[config.mk]
export PLATFORM = sky130hd
export DESIGN_NAME = axi_rr_arbiter_flat
export DESIGN_NICKNAME = d
export VERILOG_FILES = /design/src/rtl/axi_rr_arbiter_if.sv /design/src/rtl/axi_rr_arbiter.sv /design/src/flat_wrapper.sv
export SDC_FILE = /design/constraint.sdc
export NUM_CORES = 1
export LEC_CHECK = 0
export CAP_MARGIN = 0
export CORE_AREA = 3 3 269 271
export DETAILED_ROUTE_END_ITERATION = 16
export DIE_AREA = 0 0 272 274
export GPL_ROUTABILITY_DRIVEN = 0
export GPL_TIMING_DRIVEN = 0
export PLACE_DENSITY = 0.39
export SLEW_MARGIN = 20
export SYNTH_ARGS = -nofsm -noshare
export SYNTH_HDL_FRONTEND = slang
export SYNTH_SLANG_ARGS = --single-unit
[constraint.sdc]
create_clock -name clk -period 3.9 [get_ports clk]
set_input_delay 0.78 -clock clk [delete_from_list [all_inputs] [get_ports clk]]
set_output_delay 0.78 -clock clk [all_outputs]
set_load 0.05 [all_outputs]
[src/rtl/axi_rr_arbiter_if.sv]
// Bundle of every handshake and payload signal around axi_rr_arbiter.
// m_* signals face the CPU cores (flattened, master i in slice i), s_* signals
// face the xbar. The arbiter connects through the "master" modport; whatever
// sits on the other side of both buses (cores and xbar) uses "slave".
interface axi_rr_arbiter_if #(
  parameter int NM = 2,
  parameter int AW = 32,
  parameter int DW = 64,
  parameter int IW = 4
) ();
  localparam int SW = DW / 8;

  // core side, read
  logic [NM-1:0]    m_arvalid, m_arready;
  logic [NM*AW-1:0] m_araddr;
  logic [NM*IW-1:0] m_arid;
  logic [NM*8-1:0]  m_arlen;
  logic [NM*3-1:0]  m_arsize;
  logic [NM*2-1:0]  m_arburst;
  logic [NM-1:0]    m_rvalid, m_rready;
  logic [DW-1:0]    m_rdata;
  logic [1:0]       m_rresp;
  logic             m_rlast;
  logic [IW-1:0]    m_rid;
  // core side, write
  logic [NM-1:0]    m_awvalid, m_awready;
  logic [NM*AW-1:0] m_awaddr;
  logic [NM*IW-1:0] m_awid;
  logic [NM*8-1:0]  m_awlen;
  logic [NM*3-1:0]  m_awsize;
  logic [NM*2-1:0]  m_awburst;
  logic [NM-1:0]    m_wvalid, m_wready;
  logic [NM*DW-1:0] m_wdata;
  logic [NM*SW-1:0] m_wstrb;
  logic [NM-1:0]    m_wlast;
  logic [NM-1:0]    m_bvalid, m_bready;
  logic [1:0]       m_bresp;
  logic [IW-1:0]    m_bid;
  // xbar side
  logic             s_arvalid, s_arready;
  logic [AW-1:0]    s_araddr;
  logic [IW-1:0]    s_arid;
  logic [7:0]       s_arlen;
  logic [2:0]       s_arsize;
  logic [1:0]       s_arburst;
  logic             s_rvalid, s_rready;
  logic [DW-1:0]    s_rdata;
  logic [1:0]       s_rresp;
  logic             s_rlast;
  logic [IW-1:0]    s_rid;
  logic             s_awvalid, s_awready;
  logic [AW-1:0]    s_awaddr;
  logic [IW-1:0]    s_awid;
  logic [7:0]       s_awlen;
  logic [2:0]       s_awsize;
  logic [1:0]       s_awburst;
  logic             s_wvalid, s_wready;
  logic [DW-1:0]    s_wdata;
  logic [SW-1:0]    s_wstrb;
  logic             s_wlast;
  logic             s_bvalid, s_bready;
  logic [1:0]       s_bresp;
  logic [IW-1:0]    s_bid;
  // current owners
  logic [NM-1:0]    rd_grant, wr_grant;

  modport master (
    input  m_arvalid, m_araddr, m_arid, m_arlen, m_arsize, m_arburst, m_rready,
    input  m_awvalid, m_awaddr, m_awid, m_awlen, m_awsize, m_awburst,
    input  m_wvalid, m_wdata, m_wstrb, m_wlast, m_bready,
    input  s_arready, s_rvalid, s_rdata, s_rresp, s_rlast, s_rid,
    input  s_awready, s_wready, s_bvalid, s_bresp, s_bid,
    output m_arready, m_rvalid, m_rdata, m_rresp, m_rlast, m_rid,
    output m_awready, m_wready, m_bvalid, m_bresp, m_bid,
    output s_arvalid, s_araddr, s_arid, s_arlen, s_arsize, s_arburst, s_rready,
    output s_awvalid, s_awaddr, s_awid, s_awlen, s_awsize, s_awburst,
    output s_wvalid, s_wdata, s_wstrb, s_wlast, s_bready,
    output rd_grant, wr_grant
  );

  modport slave (
    output m_arvalid, m_araddr, m_arid, m_arlen, m_arsize, m_arburst, m_rready,
    output m_awvalid, m_awaddr, m_awid, m_awlen, m_awsize, m_awburst,
    output m_wvalid, m_wdata, m_wstrb, m_wlast, m_bready,
    output s_arready, s_rvalid, s_rdata, s_rresp, s_rlast, s_rid,
    output s_awready, s_wready, s_bvalid, s_bresp, s_bid,
    input  m_arready, m_rvalid, m_rdata, m_rresp, m_rlast, m_rid,
    input  m_awready, m_wready, m_bvalid, m_bresp, m_bid,
    input  s_arvalid, s_araddr, s_arid, s_arlen, s_arsize, s_arburst, s_rready,
    input  s_awvalid, s_awaddr, s_awid, s_awlen, s_awsize, s_awburst,
    input  s_wvalid, s_wdata, s_wstrb, s_wlast, s_bready,
    input  rd_grant, wr_grant
  );
endinterface

[src/rtl/axi_rr_arbiter.sv]
// N-master to 1-slave AXI4 arbiter. Read and write paths arbitrate and run
// independently; each path stays locked to one master for a whole burst
// (AR..R-last, AW..W-last..B). After a grant everything is combinational
// passthrough, so there is no buffering and one bubble between bursts.
// Build option: define AXI_ARB_RR_EN for round-robin selection; without it
// selection is fixed priority (lowest index wins) and no pointer flops exist.
module axi_rr_arbiter #(
  parameter int NM = 2,
  parameter int AW = 32,
  parameter int DW = 64,
  parameter int IW = 4
) (
  input logic              clk,
  input logic              reset,
  axi_rr_arbiter_if.master bus
);
  localparam int SW = DW / 8;

  typedef enum logic [1:0] {RD_IDLE, RD_ADDR, RD_DATA} rd_state_t;
  typedef enum logic [1:0] {WR_IDLE, WR_ADDR, WR_DATA, WR_RESP} wr_state_t;

  rd_state_t     r_rd_state, w_rd_state_nx;
  wr_state_t     r_wr_state, w_wr_state_nx;
  logic [NM-1:0] r_rd_grant, w_rd_grant_nx, w_rd_pick;
  logic [NM-1:0] r_wr_grant, w_wr_grant_nx, w_wr_pick;

  logic          w_s_arvalid, w_s_rready, w_s_awvalid, w_s_wvalid, w_s_wlast, w_s_bready;
  logic [AW-1:0] w_s_araddr, w_s_awaddr;
  logic [IW-1:0] w_s_arid, w_s_awid;
  logic [7:0]    w_s_arlen, w_s_awlen;
  logic [2:0]    w_s_arsize, w_s_awsize;
  logic [1:0]    w_s_arburst, w_s_awburst;
  logic [DW-1:0] w_s_wdata;
  logic [SW-1:0] w_s_wstrb;

`ifdef AXI_ARB_RR_EN
  localparam int PW = (NM > 1) ? $clog2(NM) : 1;

  logic [PW-1:0] r_rd_ptr, r_wr_ptr;

  // First requester at or after (last + 1), wrapping around.
  function automatic logic [NM-1:0] f_pick(input logic [NM-1:0] req, input logic [PW-1:0] last);
    logic [NM-1:0] g;
    logic          found;
    int            idx;
    g     = '0;
    found = 1'b0;
    for (int k = 1; k <= NM; k++) begin
      idx = (int'(last) + k) % NM;
      if (!found && req[idx]) begin
        g[idx] = 1'b1;
        found  = 1'b1;
      end
    end
    return g;
  endfunction

  function automatic logic [PW-1:0] f_index(input logic [NM-1:0] oh);
    logic [PW-1:0] idx;
    idx = '0;
    for (int i = 0; i < NM; i++) begin
      if (oh[i]) idx = PW'(i);
    end
    return idx;
  endfunction

  assign w_rd_pick = f_pick(bus.m_arvalid, r_rd_ptr);
  assign w_wr_pick = f_pick(bus.m_awvalid, r_wr_ptr);

  // Remember the last winner of each path; only moves when a grant is issued.
  always_ff @(posedge clk or posedge reset) begin
    if (reset) begin
      r_rd_ptr <= PW'(NM - 1);
      r_wr_ptr <= PW'(NM - 1);
    end else begin
      if (r_rd_state == RD_IDLE && |bus.m_arvalid) r_rd_ptr <= f_index(w_rd_pick);
      if (r_wr_state == WR_IDLE && |bus.m_awvalid) r_wr_ptr <= f_index(w_wr_pick);
    end
  end
`else
  // Lowest-index requester wins.
  function automatic logic [NM-1:0] f_pick(input logic [NM-1:0] req);
    logic [NM-1:0] g;
    logic          found;
    g     = '0;
    found = 1'b0;
    for (int i = 0; i < NM; i++) begin
      if (!found && req[i]) begin
        g[i]  = 1'b1;
        found = 1'b1;
      end
    end
    return g;
  endfunction

  assign w_rd_pick = f_pick(bus.m_arvalid);
  assign w_wr_pick = f_pick(bus.m_awvalid);
`endif

  // State and owner registers of both paths.
  always_ff @(posedge clk or posedge reset) begin
    if (reset) begin
      r_rd_state <= RD_IDLE;
      r_wr_state <= WR_IDLE;
      r_rd_grant <= '0;
      r_wr_grant <= '0;
    end else begin
      r_rd_state <= w_rd_state_nx;
      r_wr_state <= w_wr_state_nx;
      r_rd_grant <= w_rd_grant_nx;
      r_wr_grant <= w_wr_grant_nx;
    end
  end

  // Read path sequencing: grant in IDLE, AR handshake, R beats until rlast.
  always_comb begin
    w_rd_state_nx = r_rd_state;
    w_rd_grant_nx = r_rd_grant;
    case (r_rd_state)
      RD_IDLE: begin
        if (|bus.m_arvalid) begin
          w_rd_grant_nx = w_rd_pick;
          w_rd_state_nx = RD_ADDR;
        end
      end
      RD_ADDR: begin
        if (w_s_arvalid && bus.s_arready) w_rd_state_nx = RD_DATA;
      end
      RD_DATA: begin
        if (bus.s_rvalid && w_s_rready && bus.s_rlast) begin
          w_rd_state_nx = RD_IDLE;
          w_rd_grant_nx = '0;
        end
      end
      default: begin
        w_rd_state_nx = RD_IDLE;
        w_rd_grant_nx = '0;
      end
    endcase
  end

  // Write path sequencing: grant, AW handshake, W beats until wlast, then B.
  always_comb begin
    w_wr_state_nx = r_wr_state;
    w_wr_grant_nx = r_wr_grant;
    case (r_wr_state)
      WR_IDLE: begin
        if (|bus.m_awvalid) begin
          w_wr_grant_nx = w_wr_pick;
          w_wr_state_nx = WR_ADDR;
        end
      end
      WR_ADDR: begin
        if (w_s_awvalid && bus.s_awready) w_wr_state_nx = WR_DATA;
      end
      WR_DATA: begin
        if (w_s_wvalid && bus.s_wready && w_s_wlast) w_wr_state_nx = WR_RESP;
      end
      WR_RESP: begin
        if (bus.s_bvalid && w_s_bready) begin
          w_wr_state_nx = WR_IDLE;
          w_wr_grant_nx = '0;
        end
      end
      default: begin
        w_wr_state_nx = WR_IDLE;
        w_wr_grant_nx = '0;
      end
    endcase
  end

  // Select the owner's address and write-data fields (grant is one-hot or zero).
  always_comb begin
    w_s_araddr  = '0;
    w_s_arid    = '0;
    w_s_arlen   = '0;
    w_s_arsize  = '0;
    w_s_arburst = '0;
    w_s_awaddr  = '0;
    w_s_awid    = '0;
    w_s_awlen   = '0;
    w_s_awsize  = '0;
    w_s_awburst = '0;
    w_s_wdata   = '0;
    w_s_wstrb   = '0;
    w_s_wlast   = 1'b0;
    for (int i = 0; i < NM; i++) begin
      if (r_rd_grant[i]) begin
        w_s_araddr  = bus.m_araddr[i*AW +: AW];
        w_s_arid    = bus.m_arid[i*IW +: IW];
        w_s_arlen   = bus.m_arlen[i*8 +: 8];
        w_s_arsize  = bus.m_arsize[i*3 +: 3];
        w_s_arburst = bus.m_arburst[i*2 +: 2];
      end
      if (r_wr_grant[i]) begin
        w_s_awaddr  = bus.m_awaddr[i*AW +: AW];
        w_s_awid    = bus.m_awid[i*IW +: IW];
        w_s_awlen   = bus.m_awlen[i*8 +: 8];
        w_s_awsize  = bus.m_awsize[i*3 +: 3];
        w_s_awburst = bus.m_awburst[i*2 +: 2];
        w_s_wdata   = bus.m_wdata[i*DW +: DW];
        w_s_wstrb   = bus.m_wstrb[i*SW +: SW];
        w_s_wlast   = bus.m_wlast[i];
      end
    end
  end

  // Valids/readies are gated by state so nothing leaks outside its phase;
  // early W beats therefore wait with wready low until WDATA.
  assign w_s_arvalid = (r_rd_state == RD_ADDR) && |(bus.m_arvalid & r_rd_grant);
  assign w_s_rready  = (r_rd_state == RD_DATA) && |(bus.m_rready & r_rd_grant);
  assign w_s_awvalid = (r_wr_state == WR_ADDR) && |(bus.m_awvalid & r_wr_grant);
  assign w_s_wvalid  = (r_wr_state == WR_DATA) && |(bus.m_wvalid & r_wr_grant);
  assign w_s_bready  = (r_wr_state == WR_RESP) && |(bus.m_bready & r_wr_grant);

  assign bus.m_arready = (r_rd_state == RD_ADDR && bus.s_arready) ? r_rd_grant : '0;
  assign bus.m_rvalid  = (r_rd_state == RD_DATA && bus.s_rvalid) ? r_rd_grant : '0;
  assign bus.m_awready = (r_wr_state == WR_ADDR && bus.s_awready) ? r_wr_grant : '0;
  assign bus.m_wready  = (r_wr_state == WR_DATA && bus.s_wready) ? r_wr_grant : '0;
  assign bus.m_bvalid  = (r_wr_state == WR_RESP && bus.s_bvalid) ? r_wr_grant : '0;

  assign bus.m_rdata = bus.s_rdata;
  assign bus.m_rresp = bus.s_rresp;
  assign bus.m_rlast = bus.s_rlast;
  assign bus.m_rid   = bus.s_rid;
  assign bus.m_bresp = bus.s_bresp;
  assign bus.m_bid   = bus.s_bid;

  assign bus.s_arvalid = w_s_arvalid;
  assign bus.s_araddr  = w_s_araddr;
  assign bus.s_arid    = w_s_arid;
  assign bus.s_arlen   = w_s_arlen;
  assign bus.s_arsize  = w_s_arsize;
  assign bus.s_arburst = w_s_arburst;
  assign bus.s_rready  = w_s_rready;
  assign bus.s_awvalid = w_s_awvalid;
  assign bus.s_awaddr  = w_s_awaddr;
  assign bus.s_awid    = w_s_awid;
  assign bus.s_awlen   = w_s_awlen;
  assign bus.s_awsize  = w_s_awsize;
  assign bus.s_awburst = w_s_awburst;
  assign bus.s_wvalid  = w_s_wvalid;
  assign bus.s_wdata   = w_s_wdata;
  assign bus.s_wstrb   = w_s_wstrb;
  assign bus.s_wlast   = w_s_wlast;
  assign bus.s_bready  = w_s_bready;

  assign bus.rd_grant = r_rd_grant;
  assign bus.wr_grant = r_wr_grant;
endmodule

[src/flat_wrapper.sv]
// flat-port wrapper written by rule: the top's interface ports become plain ports
module axi_rr_arbiter_flat 
#(
  parameter int NM = 2,
  parameter int AW = 32,
  parameter int DW = 64,
  parameter int IW = 4
)
  (clk, reset, bus_m_arvalid, bus_m_araddr, bus_m_arid, bus_m_arlen, bus_m_arsize, bus_m_arburst, bus_m_rready, bus_m_awvalid, bus_m_awaddr, bus_m_awid, bus_m_awlen, bus_m_awsize, bus_m_awburst, bus_m_wvalid, bus_m_wdata, bus_m_wstrb, bus_m_wlast, bus_m_bready, bus_s_arready, bus_s_rvalid, bus_s_rdata, bus_s_rresp, bus_s_rlast, bus_s_rid, bus_s_awready, bus_s_wready, bus_s_bvalid, bus_s_bresp, bus_s_bid, bus_m_arready, bus_m_rvalid, bus_m_rdata, bus_m_rresp, bus_m_rlast, bus_m_rid, bus_m_awready, bus_m_wready, bus_m_bvalid, bus_m_bresp, bus_m_bid, bus_s_arvalid, bus_s_araddr, bus_s_arid, bus_s_arlen, bus_s_arsize, bus_s_arburst, bus_s_rready, bus_s_awvalid, bus_s_awaddr, bus_s_awid, bus_s_awlen, bus_s_awsize, bus_s_awburst, bus_s_wvalid, bus_s_wdata, bus_s_wstrb, bus_s_wlast, bus_s_bready, bus_rd_grant, bus_wr_grant);
  axi_rr_arbiter_if #(.NM(NM), .AW(AW), .DW(DW), .IW(IW)) bus_i ();
  input logic clk;
  input logic reset;
  input wire logic [$bits(bus_i.m_arvalid)-1:0] bus_m_arvalid;
  input wire logic [$bits(bus_i.m_araddr)-1:0] bus_m_araddr;
  input wire logic [$bits(bus_i.m_arid)-1:0] bus_m_arid;
  input wire logic [$bits(bus_i.m_arlen)-1:0] bus_m_arlen;
  input wire logic [$bits(bus_i.m_arsize)-1:0] bus_m_arsize;
  input wire logic [$bits(bus_i.m_arburst)-1:0] bus_m_arburst;
  input wire logic [$bits(bus_i.m_rready)-1:0] bus_m_rready;
  input wire logic [$bits(bus_i.m_awvalid)-1:0] bus_m_awvalid;
  input wire logic [$bits(bus_i.m_awaddr)-1:0] bus_m_awaddr;
  input wire logic [$bits(bus_i.m_awid)-1:0] bus_m_awid;
  input wire logic [$bits(bus_i.m_awlen)-1:0] bus_m_awlen;
  input wire logic [$bits(bus_i.m_awsize)-1:0] bus_m_awsize;
  input wire logic [$bits(bus_i.m_awburst)-1:0] bus_m_awburst;
  input wire logic [$bits(bus_i.m_wvalid)-1:0] bus_m_wvalid;
  input wire logic [$bits(bus_i.m_wdata)-1:0] bus_m_wdata;
  input wire logic [$bits(bus_i.m_wstrb)-1:0] bus_m_wstrb;
  input wire logic [$bits(bus_i.m_wlast)-1:0] bus_m_wlast;
  input wire logic [$bits(bus_i.m_bready)-1:0] bus_m_bready;
  input wire logic [$bits(bus_i.s_arready)-1:0] bus_s_arready;
  input wire logic [$bits(bus_i.s_rvalid)-1:0] bus_s_rvalid;
  input wire logic [$bits(bus_i.s_rdata)-1:0] bus_s_rdata;
  input wire logic [$bits(bus_i.s_rresp)-1:0] bus_s_rresp;
  input wire logic [$bits(bus_i.s_rlast)-1:0] bus_s_rlast;
  input wire logic [$bits(bus_i.s_rid)-1:0] bus_s_rid;
  input wire logic [$bits(bus_i.s_awready)-1:0] bus_s_awready;
  input wire logic [$bits(bus_i.s_wready)-1:0] bus_s_wready;
  input wire logic [$bits(bus_i.s_bvalid)-1:0] bus_s_bvalid;
  input wire logic [$bits(bus_i.s_bresp)-1:0] bus_s_bresp;
  input wire logic [$bits(bus_i.s_bid)-1:0] bus_s_bid;
  output wire logic [$bits(bus_i.m_arready)-1:0] bus_m_arready;
  output wire logic [$bits(bus_i.m_rvalid)-1:0] bus_m_rvalid;
  output wire logic [$bits(bus_i.m_rdata)-1:0] bus_m_rdata;
  output wire logic [$bits(bus_i.m_rresp)-1:0] bus_m_rresp;
  output wire logic [$bits(bus_i.m_rlast)-1:0] bus_m_rlast;
  output wire logic [$bits(bus_i.m_rid)-1:0] bus_m_rid;
  output wire logic [$bits(bus_i.m_awready)-1:0] bus_m_awready;
  output wire logic [$bits(bus_i.m_wready)-1:0] bus_m_wready;
  output wire logic [$bits(bus_i.m_bvalid)-1:0] bus_m_bvalid;
  output wire logic [$bits(bus_i.m_bresp)-1:0] bus_m_bresp;
  output wire logic [$bits(bus_i.m_bid)-1:0] bus_m_bid;
  output wire logic [$bits(bus_i.s_arvalid)-1:0] bus_s_arvalid;
  output wire logic [$bits(bus_i.s_araddr)-1:0] bus_s_araddr;
  output wire logic [$bits(bus_i.s_arid)-1:0] bus_s_arid;
  output wire logic [$bits(bus_i.s_arlen)-1:0] bus_s_arlen;
  output wire logic [$bits(bus_i.s_arsize)-1:0] bus_s_arsize;
  output wire logic [$bits(bus_i.s_arburst)-1:0] bus_s_arburst;
  output wire logic [$bits(bus_i.s_rready)-1:0] bus_s_rready;
  output wire logic [$bits(bus_i.s_awvalid)-1:0] bus_s_awvalid;
  output wire logic [$bits(bus_i.s_awaddr)-1:0] bus_s_awaddr;
  output wire logic [$bits(bus_i.s_awid)-1:0] bus_s_awid;
  output wire logic [$bits(bus_i.s_awlen)-1:0] bus_s_awlen;
  output wire logic [$bits(bus_i.s_awsize)-1:0] bus_s_awsize;
  output wire logic [$bits(bus_i.s_awburst)-1:0] bus_s_awburst;
  output wire logic [$bits(bus_i.s_wvalid)-1:0] bus_s_wvalid;
  output wire logic [$bits(bus_i.s_wdata)-1:0] bus_s_wdata;
  output wire logic [$bits(bus_i.s_wstrb)-1:0] bus_s_wstrb;
  output wire logic [$bits(bus_i.s_wlast)-1:0] bus_s_wlast;
  output wire logic [$bits(bus_i.s_bready)-1:0] bus_s_bready;
  output wire logic [$bits(bus_i.rd_grant)-1:0] bus_rd_grant;
  output wire logic [$bits(bus_i.wr_grant)-1:0] bus_wr_grant;
  assign bus_i.m_arvalid = bus_m_arvalid;
  assign bus_i.m_araddr = bus_m_araddr;
  assign bus_i.m_arid = bus_m_arid;
  assign bus_i.m_arlen = bus_m_arlen;
  assign bus_i.m_arsize = bus_m_arsize;
  assign bus_i.m_arburst = bus_m_arburst;
  assign bus_i.m_rready = bus_m_rready;
  assign bus_i.m_awvalid = bus_m_awvalid;
  assign bus_i.m_awaddr = bus_m_awaddr;
  assign bus_i.m_awid = bus_m_awid;
  assign bus_i.m_awlen = bus_m_awlen;
  assign bus_i.m_awsize = bus_m_awsize;
  assign bus_i.m_awburst = bus_m_awburst;
  assign bus_i.m_wvalid = bus_m_wvalid;
  assign bus_i.m_wdata = bus_m_wdata;
  assign bus_i.m_wstrb = bus_m_wstrb;
  assign bus_i.m_wlast = bus_m_wlast;
  assign bus_i.m_bready = bus_m_bready;
  assign bus_i.s_arready = bus_s_arready;
  assign bus_i.s_rvalid = bus_s_rvalid;
  assign bus_i.s_rdata = bus_s_rdata;
  assign bus_i.s_rresp = bus_s_rresp;
  assign bus_i.s_rlast = bus_s_rlast;
  assign bus_i.s_rid = bus_s_rid;
  assign bus_i.s_awready = bus_s_awready;
  assign bus_i.s_wready = bus_s_wready;
  assign bus_i.s_bvalid = bus_s_bvalid;
  assign bus_i.s_bresp = bus_s_bresp;
  assign bus_i.s_bid = bus_s_bid;
  assign bus_m_arready = bus_i.m_arready;
  assign bus_m_rvalid = bus_i.m_rvalid;
  assign bus_m_rdata = bus_i.m_rdata;
  assign bus_m_rresp = bus_i.m_rresp;
  assign bus_m_rlast = bus_i.m_rlast;
  assign bus_m_rid = bus_i.m_rid;
  assign bus_m_awready = bus_i.m_awready;
  assign bus_m_wready = bus_i.m_wready;
  assign bus_m_bvalid = bus_i.m_bvalid;
  assign bus_m_bresp = bus_i.m_bresp;
  assign bus_m_bid = bus_i.m_bid;
  assign bus_s_arvalid = bus_i.s_arvalid;
  assign bus_s_araddr = bus_i.s_araddr;
  assign bus_s_arid = bus_i.s_arid;
  assign bus_s_arlen = bus_i.s_arlen;
  assign bus_s_arsize = bus_i.s_arsize;
  assign bus_s_arburst = bus_i.s_arburst;
  assign bus_s_rready = bus_i.s_rready;
  assign bus_s_awvalid = bus_i.s_awvalid;
  assign bus_s_awaddr = bus_i.s_awaddr;
  assign bus_s_awid = bus_i.s_awid;
  assign bus_s_awlen = bus_i.s_awlen;
  assign bus_s_awsize = bus_i.s_awsize;
  assign bus_s_awburst = bus_i.s_awburst;
  assign bus_s_wvalid = bus_i.s_wvalid;
  assign bus_s_wdata = bus_i.s_wdata;
  assign bus_s_wstrb = bus_i.s_wstrb;
  assign bus_s_wlast = bus_i.s_wlast;
  assign bus_s_bready = bus_i.s_bready;
  assign bus_rd_grant = bus_i.rd_grant;
  assign bus_wr_grant = bus_i.wr_grant;
  axi_rr_arbiter #(.NM(NM), .AW(AW), .DW(DW), .IW(IW)) u_core (.clk(clk), .reset(reset), .bus(bus_i));
endmodule
==> key figures <==
Logic synthesis
  • Post-Synthesis Net Count: ~800
  • Top-count cell post-synth: a22o_1
  • Ys flop type: dfrtp_1
  • Yosys top cell by area: a22o_1
  • Avg Inst Size Synth: roughly 8 um2
  • Synth top area cells: a22o_1 (52%), buf_4 (20%), dfrtp_1 (7.0%)
  • Synth cell types: 31
  • Yosys top cell area share: 52.1%
  • Post-Syn Instances: 362
  • Synth warnings: 0
  • Mapped cell area: 2870 um2
  • Sequential area share after synthesis: 6.97%
  • Commonest cells post-synth: a22o_1 (171), buf_4 (78), clkbuf_1 (23)
  • Asr flop ratio synth: 100%
  • EDFF count, synth: 0
  • Yosys reg bits: 8

Worst setup path
  • Worst path required time: 3.12 ns
  • Nature of the critical path startpoint: register
  • Critical path data arrival time: about 2.9 ns
  • Crit. End Element: output port
  • Critical R2R Launch: u_core.r_wr_state[0]$_DFFE_PP0P_
  • Crit path from: u_core.bus.wr_grant[1]$_DFFE_PP0P_
  • Setup CP Type: register to output port
  • CP Max Fanout: 10
  • FF-to-FF path depth: 5

Global routing
  • GRT Total Usage: 6.92%
  • Global-route wire length before repair: roughly 40,000 um
  • Pin count of the biggest net entering global routing: 11
  • Initial antenna violation count: 2
  • Congestion Overflow GR: 0
  • Vias in the first global route: 5,952

Cells and area
  • Share of cells above drive strength 1: 10.5%
  • Fin cells: 1,933
  • Final nets: 1,433
  • P&R area growth vs syn: 261%
  • Design area: a little over 10,000 um2

Drt
  • Routed via count: ~5,500
  • Antenna Violating Nets Remaining: 0
  • Final WL: 29,300 um
  • Vias per inst: 2.84
  • Number of iterations in the first detailed-routing pass: 4
  • Drt drc: 0
  • Routed wire per std cell: 15.1 um
  • Initial DRC count: 150

STA
  • Clk_skew: 0.000130 ns
  • Max Slew Vio Count: 0
  • Worst-Margin Slew: between 0.6 and 0.7 ns
  • Tmin final: 3.63 ns
  • Setup violations, final: 0
  • Achievable Freq: roughly 280 MHz
  • Final setup margin: 0.268 ns
  • Final hold viol count: 0
  • RSZ-0062 raised after global routing: false
  • Rel. slew slack: 55.2%
  • Final worst-path cycle share: 93.1%

Clocking
  • Clock transition at path regs: approximately 0.04 ns
  • Skew-Pair Late Insertion Delay: 0.24 ns
  • Clock sink total: 8
  • H-tree levels: 1
  • Root Driver: clkbuf_16
  • Hold_buf cts: 0
  • Cts repair resizes: 35
  • Num CTS Buffers: 3
  • CTS Buffer Depth: 2
  • CTS tree: built
  • Setup Fix Bufs, Post-CTS: 0

Floorplan
  • Boundary Pins: roughly 700
  • Row count: 97
  • Die area: 74,500 um2
  • Chip width: 272 um
  • CORE AREA: ~70,000 um2
  • Die H: between 200 and 300 um
  • Initial core utilization: 4.10%

Placed design
  • Place WS: -0.686 ns
  • HPWL Detailed: 26,200 um
  • Placed cell area: slightly above 10,000 um2
  • Buffers on Ports: 626
  • Inst Count DP: 1,928

Power
  • Reg power frac: under 10%
  • Power Density: roughly 700 nW/um2
  • Leak Pwr: 3.99 nW
  • Sw Share: between 60% and 70%
  • NetSw: 4.69 mW
  • Internal power: ~2.6 mW
  • VDD IR max: 0.355 mV
  • Clock power frac: under 10%
  • Combinational share of power: 95.3%
  • Total power: 7.32 mW

Worst hold path
  • HP Class: register to register
  • Worst hold start: u_core.r_rd_state[1]$_DFFE_PP0P_
  • Hold depth: 1

Outcome
  • Status: completed

Run
  • Max_cap viols: 0
[logic make-up (layout without fill, tap and decap cells)]
kind of cell	Yosys count	after routing	share of synthesized area, %
DFF	8	8	6.97
AOI/OAI and AO/OA	188	188	56.4
adders and majority gates	4	4	1.74
other	0	2	0
buffers and inverters	123	752	26.8
muxes	3	3	1.26
and+or+nand+nor	36	36	6.79
[state kept, by name, indices dropped and copies added (netlist names)]
register and flops:
u_core.bus.rd_grant 2, u_core.bus.wr_grant 2, u_core.r_rd_state 2, u_core.r_wr_state 2
[worst max-delay path, cell delays in order, from the launching register on]
cell and delay [ns]:
dfrtp_1 0.46, clkbuf_4 0.27, nor2b_4 0.25, clkbuf_4 0.30, buf_2 0.27, a22o_1 0.20, clkdlybuf4s50_1 0.84
[cell usage in the layout (no fill, tap or decap), types with 2 or more instances in the layout]
master           count
nor2_1               7
dlygate4sd2_1       28
clkbuf_2             3
buf_4               79
clkbuf_1            19
clkbuf_4             2
o21ai_0              5
buf_2               12
nor2b_1              4
diode_2              2
a21oi_1              2
a221o_1              2
and2_1               3
nand2_1              7
clkbuf_16            3
nor3b_1              2
a22oi_1              2
and3_1               8
clkdlybuf4s50_1    598
a22o_1             171
inv_1                7
dfrtp_1              8
ha_1                 4
[final timing paths]
| kind | slack [ns] | to |
|---|---|---|
| max in group asynchronous | 2.70 | u_core.r_wr_state[1]$_DFFE_PP0P_ |
| min in group asynchronous | 0.88 | u_core.r_rd_state[1]$_DFFE_PP0P_ |
| setup / recovery | 0.27 | bus_s_wdata[11] |
| hold / removal | 0.55 | u_core.r_rd_state[0]$_DFFE_PP0P_ |
| setup reg to reg | 2.01 | u_core.r_wr_state[1]$_DFFE_PP0P_ |
| hold reg to reg | 0.55 | u_core.r_rd_state[0]$_DFFE_PP0P_ |
[per-layer routing]
layer | share of wire, % | track usage, % | wire, um | vias up
met3 | 7.9 | 1.76 | 2300 | 16
li1 | - | - | - | 2617
met2 | 52 | 12.9 | 15300 | 332
met5 | 0 | 0 | 0 | -
met1 | 38 | 7.95 | 11200 | 2531
met4 | 1.6 | 1.43 | 483 | 0
[power by group through the flow]
stage	clock, mW	combinational [mW]	sequential, mW
6_report	0.179	6.98	0.167
5_1_grt	0.194	7.27	0.175
4_1_cts	0.191	7.07	0.168
3_5_place_dp	0	7.11	0.170
3_3_place_gp	0	7.14	0.168
2_1_floorplan	0	4.38	0.221
[metrics by stage]
step	TNS, ns	hold WS [ns]	utilization (%)
CTS	0	0.546	14.8
finish	0	0.550	14.8
global route	0	0.597	14.8
global placement	-50.01	0.539	14.7
floorplan	0	0.482	-
detailed placement	-52.66	0.536	14.7
[final cells by class]
class                   count  area [um2]
inverters                   7        26.3
flip-flops and latches      8         200
multi-input cells         231        1910
clock buffers               3        75.1
well taps                 940        1180
plain buffers             116         758
diodes                      2        5.00
fillers                  7976       59600
repair buffers            626        6230
Power figures use the tool's default switching activity.
